**config.mk**
```make
export PLATFORM = sky130hd
export DESIGN_NAME = i2c_target_flat
export DESIGN_NICKNAME = d
export VERILOG_FILES = /design/src/rtl/i2c_pkg.sv /design/src/rtl/i2c_target_if.sv /design/src/rtl/i2c_sync_edge.sv /design/src/rtl/i2c_target.sv /design/src/flat_wrapper.sv
export SDC_FILE = /design/constraint.sdc
export NUM_CORES = 1
export LEC_CHECK = 0
export ABC_CLOCK_PERIOD_IN_PS = 3400
export CAP_MARGIN = 5
export CORE_MARGIN = 3
export CORE_UTILIZATION = 45
export CTS_BUF_LIST = sky130_fd_sc_hd__clkbuf_4 sky130_fd_sc_hd__clkbuf_8
export DETAILED_ROUTE_END_ITERATION = 10
export PLACE_DENSITY = 0.77
export SLEW_MARGIN = 10
export SYNTH_ARGS = -nofsm -noshare
export SYNTH_HDL_FRONTEND = slang
export SYNTH_SLANG_ARGS = --single-unit
export TNS_END_PERCENT = 1
```
**constraint.sdc**
```tcl
create_clock -name i_clk -period 3.4 [get_ports i_clk]
set_input_delay 0.34 -clock i_clk [delete_from_list [all_inputs] [get_ports i_clk]]
set_output_delay 0.34 -clock i_clk [all_outputs]
set_load 0.01 [all_outputs]
```
**src/rtl/i2c_pkg.sv**
```systemverilog
// Shared types and constants for the I2C target: FSM state encoding,
// bus-level ACK/NACK values and the default target address.
package i2c_pkg;

  typedef enum logic [2:0] {
    S_IDLE      = 3'd0,
    S_ADDR      = 3'd1,
    S_ADDR_ACK  = 3'd2,
    S_RX_BYTE   = 3'd3,
    S_RX_ACK    = 3'd4,
    S_TX_BYTE   = 3'd5,
    S_TX_ACK    = 3'd6,
    S_WAIT_STOP = 3'd7
  } state_t;

  localparam logic       ACK          = 1'b0;
  localparam logic       NACK         = 1'b1;
  localparam logic       RW_READ      = 1'b1;
  localparam logic [6:0] DEFAULT_ADDR = 7'h50;

endpackage

```
**src/rtl/i2c_target_if.sv**
```systemverilog
// Bus and register-side signals of the I2C target. The master modport is the
// side that drives SCL/SDA and supplies read data; the slave modport is the target.
interface i2c_target_if;

  logic        i_scl;
  logic        i_sda;
  logic        o_sda_en;
  logic [15:0] o_data;
  logic        o_valid;
  logic [15:0] i_tx_data;
  logic        o_busy;

  modport master (
    output i_scl, i_sda, i_tx_data,
    input  o_sda_en, o_data, o_valid, o_busy
  );

  modport slave (
    input  i_scl, i_sda, i_tx_data,
    output o_sda_en, o_data, o_valid, o_busy
  );

endinterface

```
**src/rtl/i2c_sync_edge.sv**
```systemverilog
// Two-flop synchronizer for an asynchronous bus line, followed by a register
// stage that presents the level together with aligned rise/fall pulses.
module i2c_sync_edge (
  input  logic clk,
  input  logic rst,
  input  logic din,
  output logic level_r,
  output logic rise_r,
  output logic fall_r
);

  logic meta_r;
  logic sync_r;

  // Synchronize, then compare against the previous level; idle bus reads high.
  always_ff @(posedge clk) begin
    if (rst) begin
      meta_r  <= 1'b1;
      sync_r  <= 1'b1;
      level_r <= 1'b1;
      rise_r  <= 1'b0;
      fall_r  <= 1'b0;
    end else begin
      meta_r  <= din;
      sync_r  <= meta_r;
      level_r <= sync_r;
      rise_r  <= sync_r & ~level_r;
      fall_r  <= ~sync_r & level_r;
    end
  end

endmodule

```
**src/rtl/i2c_target.sv**
```systemverilog
// I2C target: matches a 7-bit address, receives a 16-bit word on writes and
// returns a 16-bit word on reads, with START/STOP honoured in every state.
module i2c_target
  import i2c_pkg::*;
#(
  parameter logic [6:0] ADDR = DEFAULT_ADDR
) (
  input logic          i_clk,
  input logic          i_rst,
  i2c_target_if.slave  bus
);

  logic       scl_lvl_s, scl_rise_s, scl_fall_s;
  logic       sda_lvl_s, sda_rise_s, sda_fall_s;
  logic       start_s, stop_s;

  state_t      state_r;
  logic [2:0]  bit_cnt_r;
  logic        byte_idx_r;
  logic        phase_r;
  logic        rw_r;
  logic [7:0]  shift_r;
  logic [7:0]  byte1_r;
  logic        sda_en_r;
  logic [15:0] data_r;
  logic        valid_r;
  logic        busy_r;

  i2c_sync_edge u_scl_sync (
    .clk(i_clk), .rst(i_rst), .din(bus.i_scl),
    .level_r(scl_lvl_s), .rise_r(scl_rise_s), .fall_r(scl_fall_s)
  );

  i2c_sync_edge u_sda_sync (
    .clk(i_clk), .rst(i_rst), .din(bus.i_sda),
    .level_r(sda_lvl_s), .rise_r(sda_rise_s), .fall_r(sda_fall_s)
  );

  assign start_s = sda_fall_s & scl_lvl_s;
  assign stop_s  = sda_rise_s & scl_lvl_s;

  // Protocol FSM; phase_r splits each ACK slot into "drive" and "release" falls.
  always_ff @(posedge i_clk) begin
    if (i_rst) begin
      state_r    <= S_IDLE;
      bit_cnt_r  <= 3'd0;
      byte_idx_r <= 1'b0;
      phase_r    <= 1'b0;
      rw_r       <= 1'b0;
      shift_r    <= 8'h00;
      byte1_r    <= 8'h00;
      sda_en_r   <= 1'b0;
      data_r     <= 16'h0000;
      valid_r    <= 1'b0;
      busy_r     <= 1'b0;
    end else begin
      valid_r <= 1'b0;
      if (stop_s) begin
        state_r    <= S_IDLE;
        sda_en_r   <= 1'b0;
        busy_r     <= 1'b0;
        bit_cnt_r  <= 3'd0;
        byte_idx_r <= 1'b0;
        phase_r    <= 1'b0;
      end else if (start_s) begin
        state_r    <= S_ADDR;
        sda_en_r   <= 1'b0;
        bit_cnt_r  <= 3'd0;
        byte_idx_r <= 1'b0;
        phase_r    <= 1'b0;
      end else begin
        case (state_r)
          S_IDLE: begin
            sda_en_r <= 1'b0;
          end
          S_ADDR: begin
            if (scl_rise_s) begin
              shift_r   <= {shift_r[6:0], sda_lvl_s};
              bit_cnt_r <= bit_cnt_r + 3'd1;
              // shift_r[6:0] already holds the 7 address bits; sda is R/W.
              if (bit_cnt_r == 3'd7) begin
                if ((shift_r[6:0] == ADDR) && (shift_r[6:0] != 7'h00)) begin
                  state_r <= S_ADDR_ACK;
                  busy_r  <= 1'b1;
                  rw_r    <= sda_lvl_s;
                  phase_r <= 1'b0;
                end else begin
                  state_r <= S_WAIT_STOP;
                  busy_r  <= 1'b0;
                end
              end
            end
          end
          S_ADDR_ACK: begin
            if (scl_fall_s) begin
              if (!phase_r) begin
                sda_en_r <= 1'b1;
                phase_r  <= 1'b1;
              end else begin
                phase_r    <= 1'b0;
                bit_cnt_r  <= 3'd0;
                byte_idx_r <= 1'b0;
                if (rw_r == RW_READ) begin
                  shift_r  <= bus.i_tx_data[15:8];
                  byte1_r  <= bus.i_tx_data[7:0];
                  sda_en_r <= ~bus.i_tx_data[15];
                  state_r  <= S_TX_BYTE;
                end else begin
                  sda_en_r <= 1'b0;
                  state_r  <= S_RX_BYTE;
                end
              end
            end
          end
          S_RX_BYTE: begin
            if (scl_rise_s) begin
              shift_r   <= {shift_r[6:0], sda_lvl_s};
              bit_cnt_r <= bit_cnt_r + 3'd1;
              if (bit_cnt_r == 3'd7) begin
                state_r <= S_RX_ACK;
                phase_r <= 1'b0;
              end
            end
          end
          S_RX_ACK: begin
            if (scl_fall_s) begin
              if (!phase_r) begin
                sda_en_r <= 1'b1;
                phase_r  <= 1'b1;
              end else begin
                sda_en_r <= 1'b0;
                phase_r  <= 1'b0;
                if (!byte_idx_r) begin
                  byte1_r    <= shift_r;
                  byte_idx_r <= 1'b1;
                  bit_cnt_r  <= 3'd0;
                  state_r    <= S_RX_BYTE;
                end else begin
                  data_r  <= {byte1_r, shift_r};
                  valid_r <= 1'b1;
                  state_r <= S_WAIT_STOP;
                end
              end
            end
          end
          S_TX_BYTE: begin
            if (scl_fall_s) begin
              if (bit_cnt_r == 3'd7) begin
                sda_en_r  <= 1'b0;
                bit_cnt_r <= 3'd0;
                phase_r   <= 1'b0;
                state_r   <= S_TX_ACK;
              end else begin
                shift_r   <= {shift_r[6:0], 1'b0};
                sda_en_r  <= ~shift_r[6];
                bit_cnt_r <= bit_cnt_r + 3'd1;
              end
            end
          end
          S_TX_ACK: begin
            if (scl_rise_s && !phase_r) begin
              if ((sda_lvl_s == NACK) || byte_idx_r) begin
                state_r <= S_WAIT_STOP;
              end else begin
                phase_r <= 1'b1;
              end
            end else if (scl_fall_s && phase_r) begin
              shift_r    <= byte1_r;
              sda_en_r   <= ~byte1_r[7];
              byte_idx_r <= 1'b1;
              bit_cnt_r  <= 3'd0;
              phase_r    <= 1'b0;
              state_r    <= S_TX_BYTE;
            end else begin
              sda_en_r <= 1'b0;
            end
          end
          S_WAIT_STOP: begin
            sda_en_r <= 1'b0;
          end
          default: begin
            state_r  <= S_IDLE;
            sda_en_r <= 1'b0;
          end
        endcase
      end
    end
  end

  assign bus.o_sda_en = sda_en_r;
  assign bus.o_data   = data_r;
  assign bus.o_valid  = valid_r;
  assign bus.o_busy   = busy_r;

endmodule

```
**src/flat_wrapper.sv**
```systemverilog
// flat-port wrapper written by rule: the top's interface ports become plain ports
module i2c_target_flat import i2c_pkg::*;
#(
  parameter logic [6:0] ADDR = DEFAULT_ADDR
)
  (i_clk, i_rst, bus_i_scl, bus_i_sda, bus_i_tx_data, bus_o_sda_en, bus_o_data, bus_o_valid, bus_o_busy);
  i2c_target_if bus_i ();
  input logic i_clk;
  input logic i_rst;
  input wire logic [$bits(bus_i.i_scl)-1:0] bus_i_scl;
  input wire logic [$bits(bus_i.i_sda)-1:0] bus_i_sda;
  input wire logic [$bits(bus_i.i_tx_data)-1:0] bus_i_tx_data;
  output wire logic [$bits(bus_i.o_sda_en)-1:0] bus_o_sda_en;
  output wire logic [$bits(bus_i.o_data)-1:0] bus_o_data;
  output wire logic [$bits(bus_i.o_valid)-1:0] bus_o_valid;
  output wire logic [$bits(bus_i.o_busy)-1:0] bus_o_busy;
  assign bus_i.i_scl = bus_i_scl;
  assign bus_i.i_sda = bus_i_sda;
  assign bus_i.i_tx_data = bus_i_tx_data;
  assign bus_o_sda_en = bus_i.o_sda_en;
  assign bus_o_data = bus_i.o_data;
  assign bus_o_valid = bus_i.o_valid;
  assign bus_o_busy = bus_i.o_busy;
  i2c_target #(.ADDR(ADDR)) u_core (.i_clk(i_clk), .i_rst(i_rst), .bus(bus_i));
endmodule
```
==> qor.yml <==
setup_path:
  r2r_cells: 5
  crit_path_max_fanout: 27
  crit_family: "simple AND/OR/NAND/NOR gates"
  crit_required_ns: 3.61
  crit_buf_inv: 0
  path_depth: 5
  slowest_stage: "dfxtp_1"
  start_kind: "flop"
  path_cells: "nand2b_1, o21a_1, nor3_4, nor2_1, a311oi_1"
  cp.arrival_ns: 2.64
  worstSetupEndpointType: "flop"
  slowest_delay_ns: 0.58
  crit_type: "reg -> reg"
clock_tree:
  clock-sinks: 54
  htree_levels: 2
  cts_resized: 0
  postCtsSetupBuffers: 0
  clk_path_buf_depth: 2
  cts_buffers: 5
  cts_tree: "built"
  insertion_delay_ns: 0.31
  cts_root_buf: "clkbuf_8"
  clk_pin_slew_ns: 0.10
  ctsHoldBuffers: 0
timing:
  hold_ws_ns: 0.421
  setup_viol: 0
  relSlewSlack_pct: 46.4
  skew_ns: 0.0129
  min_period_over_period_pct: 71.5
  fin_ws_ns: 0.970
  tightest_slew_ns: 0.803
  min_period_ns: 2.43
  finalHoldViolCount: 0
  finalSetupTns_ns: 0
  fmax_mhz: 412
  rsz0062_at_grt: "no"
  slew_violations: 0
routing:
  wirelength_mm: 6.48
  dr.pass1.iters: 5
  num_vias: 2415
  ant_nets: 0
  wl_per_cell_um: 15.7
  drc_errors: 0
  drtIter0Drc: 314
  avgViaCountPerCell: 5.85
grt:
  grt_pass1_wl_mm: 10.8
  gr-usage-all-layers_pct: 20.6
  antenna_found_initial: 0
  grt_max_degree: 34
  first_global_vias: 2258
  overflow: 0
die:
  start_util_pct: 47.2
  die_h_um: 82.7
  core_area_um2: 5610
  die_width_um: 82.7
  die_area_um2: 6830
  boundaryPins: 39
  rows: 27
layout:
  diodes: 0
  final_util_pct: 55.9
  drive_gt1_share_pct: 6.45
  final-seq-area_um2: 1080
  multiInputGateArea_um2: 1440
  layout.cells.non_filler: 413
  n_fill_cell: 544
  nets: 362
  areaGrowthSynthToFinish_pct: 18.5
power_and_ir_drop:
  p_int_uw: 847
  power.density_nw_per_um2: 347
  p_leak_nw: 1.18
  vdd_ir_drop_max_mv: 0.317
  combPwrFrac_pct: 5.8
  power_switching_uw: 242
  clockPowerShare_pct: 35.3
  pwr-share-seq_pct: 59.0
  swShare_pct: 22.2
logic_synthesis:
  synth_seq_cells: 54
  synthMuxAreaShare_pct: 10.2
  seq_area_frac_synth_pct: 40.9
  yosys.area_share.xor_xnor_pct: 0.331
  async_flop_share_pct: 0
  yosys.area_share.simple_pct: 24.5
  postSynthAreaPerCell_um2: 8.40
  syn_nets: 337
  synth_fa_ha_area_share_pct: 0.946
  syn_area_um2: 2650
  synth_warnings: 0
  synth_compound_area_share_pct: 18.3
  synth_edf_count: 0
  synth_top_family_by_area: "simple AND/OR/NAND/NOR gates"
  synth_ff_type: "dfxtp_1"
  syn_inst: 315
  synth_cell_types: 48
place:
  pre_cts_ws_ns: 1.08
  port_buffers: 38
  routabilityCongestion: 0.894
  hpwlAfterDp_mm: 4.37
  dp.cells: 405
min_path:
  hold_path.class: "reg -> reg"
  hold_depth: 1
status:
  status: "finished, final reports clean"
flow_run:
  maxCapViolCount: 0
[cells in the mapped netlist, drive strengths merged, types with 2 or more instances]
| cell | instances | share of area [%] |
|---|---|---|
| a211oi | 10 | 2.8 |
| a21oi | 11 | 2.1 |
| a22oi | 2 | 0.57 |
| a311oi | 10 | 3.3 |
| a31oi | 11 | 3.2 |
| and2 | 2 | 0.47 |
| and3 | 9 | 2.1 |
| buf | 14 | 2.7 |
| clkbuf | 10 | 1.4 |
| dfxtp | 54 | 41 |
| ha | 2 | 0.95 |
| inv | 5 | 0.71 |
| mux2i | 27 | 10 |
| nand2 | 36 | 5.1 |
| nand2b | 6 | 1.4 |
| nand3 | 4 | 0.76 |
| nand3b | 3 | 0.85 |
| nand4 | 4 | 0.95 |
| nor2 | 47 | 6.8 |
| nor3 | 3 | 0.99 |
| nor3b | 6 | 1.7 |
| o21a | 2 | 0.57 |
| o21ai | 14 | 2.6 |
| or2 | 6 | 1.4 |
[cell usage in the layout (no fill, tap or decap), types with 2 or more instances in the layout]
cell and n:
or2_2 6, dfxtp_1 54, a311oi_1 10, a22oi_1 2, nand3b_1 3, nor2_1 46
nand4_1 4, a31oi_1 10, nand3_1 4, clkdlybuf4s50_1 38, buf_4 4, nand2b_1 6
nor3_1 2, mux2i_1 27, o21ai_1 2, inv_1 4, o21ai_0 12, ha_1 2
nor3b_1 6, nand2_1 36, a21oi_1 11, o21a_1 2, and3_1 9, and2_1 2
clkbuf_8 6, a211oi_1 10
[metrics by stage]
stage,power (mW),cell area [um2]
floorplan,0.687,2650
global placement,0.717,3040
detailed placement,0.718,3040
CTS,1.10,3130
global route,1.13,3130
finish,1.09,3130
[layer usage]
metal  share of wire (%)  global-route usage (%)  wire length, um  up-vias
li1                    -                       -                -     1170
met1                  45                    28.0             2940     1144
met2                  47                    33.3             3050       95
met3                 6.5                    3.58              424        6
met4                0.97                    6.21               63        0
met5                   0                       0                0        -
[registers in the layout, indices dropped and copies added, names as in the netlist, 3 cells and up]
register	flops
u_core.shift_r	8
u_core.bit_cnt_r	3
u_core.state_r	3
u_core.bus.o_data	16
u_core.byte1_r	8
[path summary, 6_finish.rpt]
kind	start	end	slack [ns]
worst min-delay path	u_core.u_scl_sync.meta_r	u_core.u_scl_sync.sync_r	0.42
worst max register to register	u_core.state_r[1]	u_core.byte1_r[3]	0.97
worst max-delay path	u_core.state_r[1]	u_core.byte1_r[3]	0.97
worst min register to register	u_core.u_scl_sync.meta_r	u_core.u_scl_sync.sync_r	0.42
[kinds of logic after synthesis]
| kind of cell | after synthesis |
|---|---|
| mux | 27 |
| flops | 54 |
| simple gates | 132 |
| buf+inv | 29 |
| fa+ha+maj | 2 |
| xor+xnor | 1 |
| compound gates | 70 |
[power by group through the flow]
stage / registers [mW] / logic, mW / clock network [mW]
finish: 0.641 / 0.0627 / 0.384
global route: 0.643 / 0.0686 / 0.421
CTS: 0.641 / 0.0626 / 0.394
detailed placement: 0.656 / 0.0622 / 0
global placement: 0.656 / 0.0615 / 0
floorplan: 0.654 / 0.0331 / 0
[cell type report]
cell class / count / share of cell area (%)
timing repair buffer: 42 / 13.1
inverter: 5 / 0.599
clock buffer: 7 / 2.87
tap: 72 / 2.87
sequential: 54 / 34.5
multi-input combinational: 232 / 45.8
clock inverter: 1 / 0.279
(Power assumes the default switching activity.)
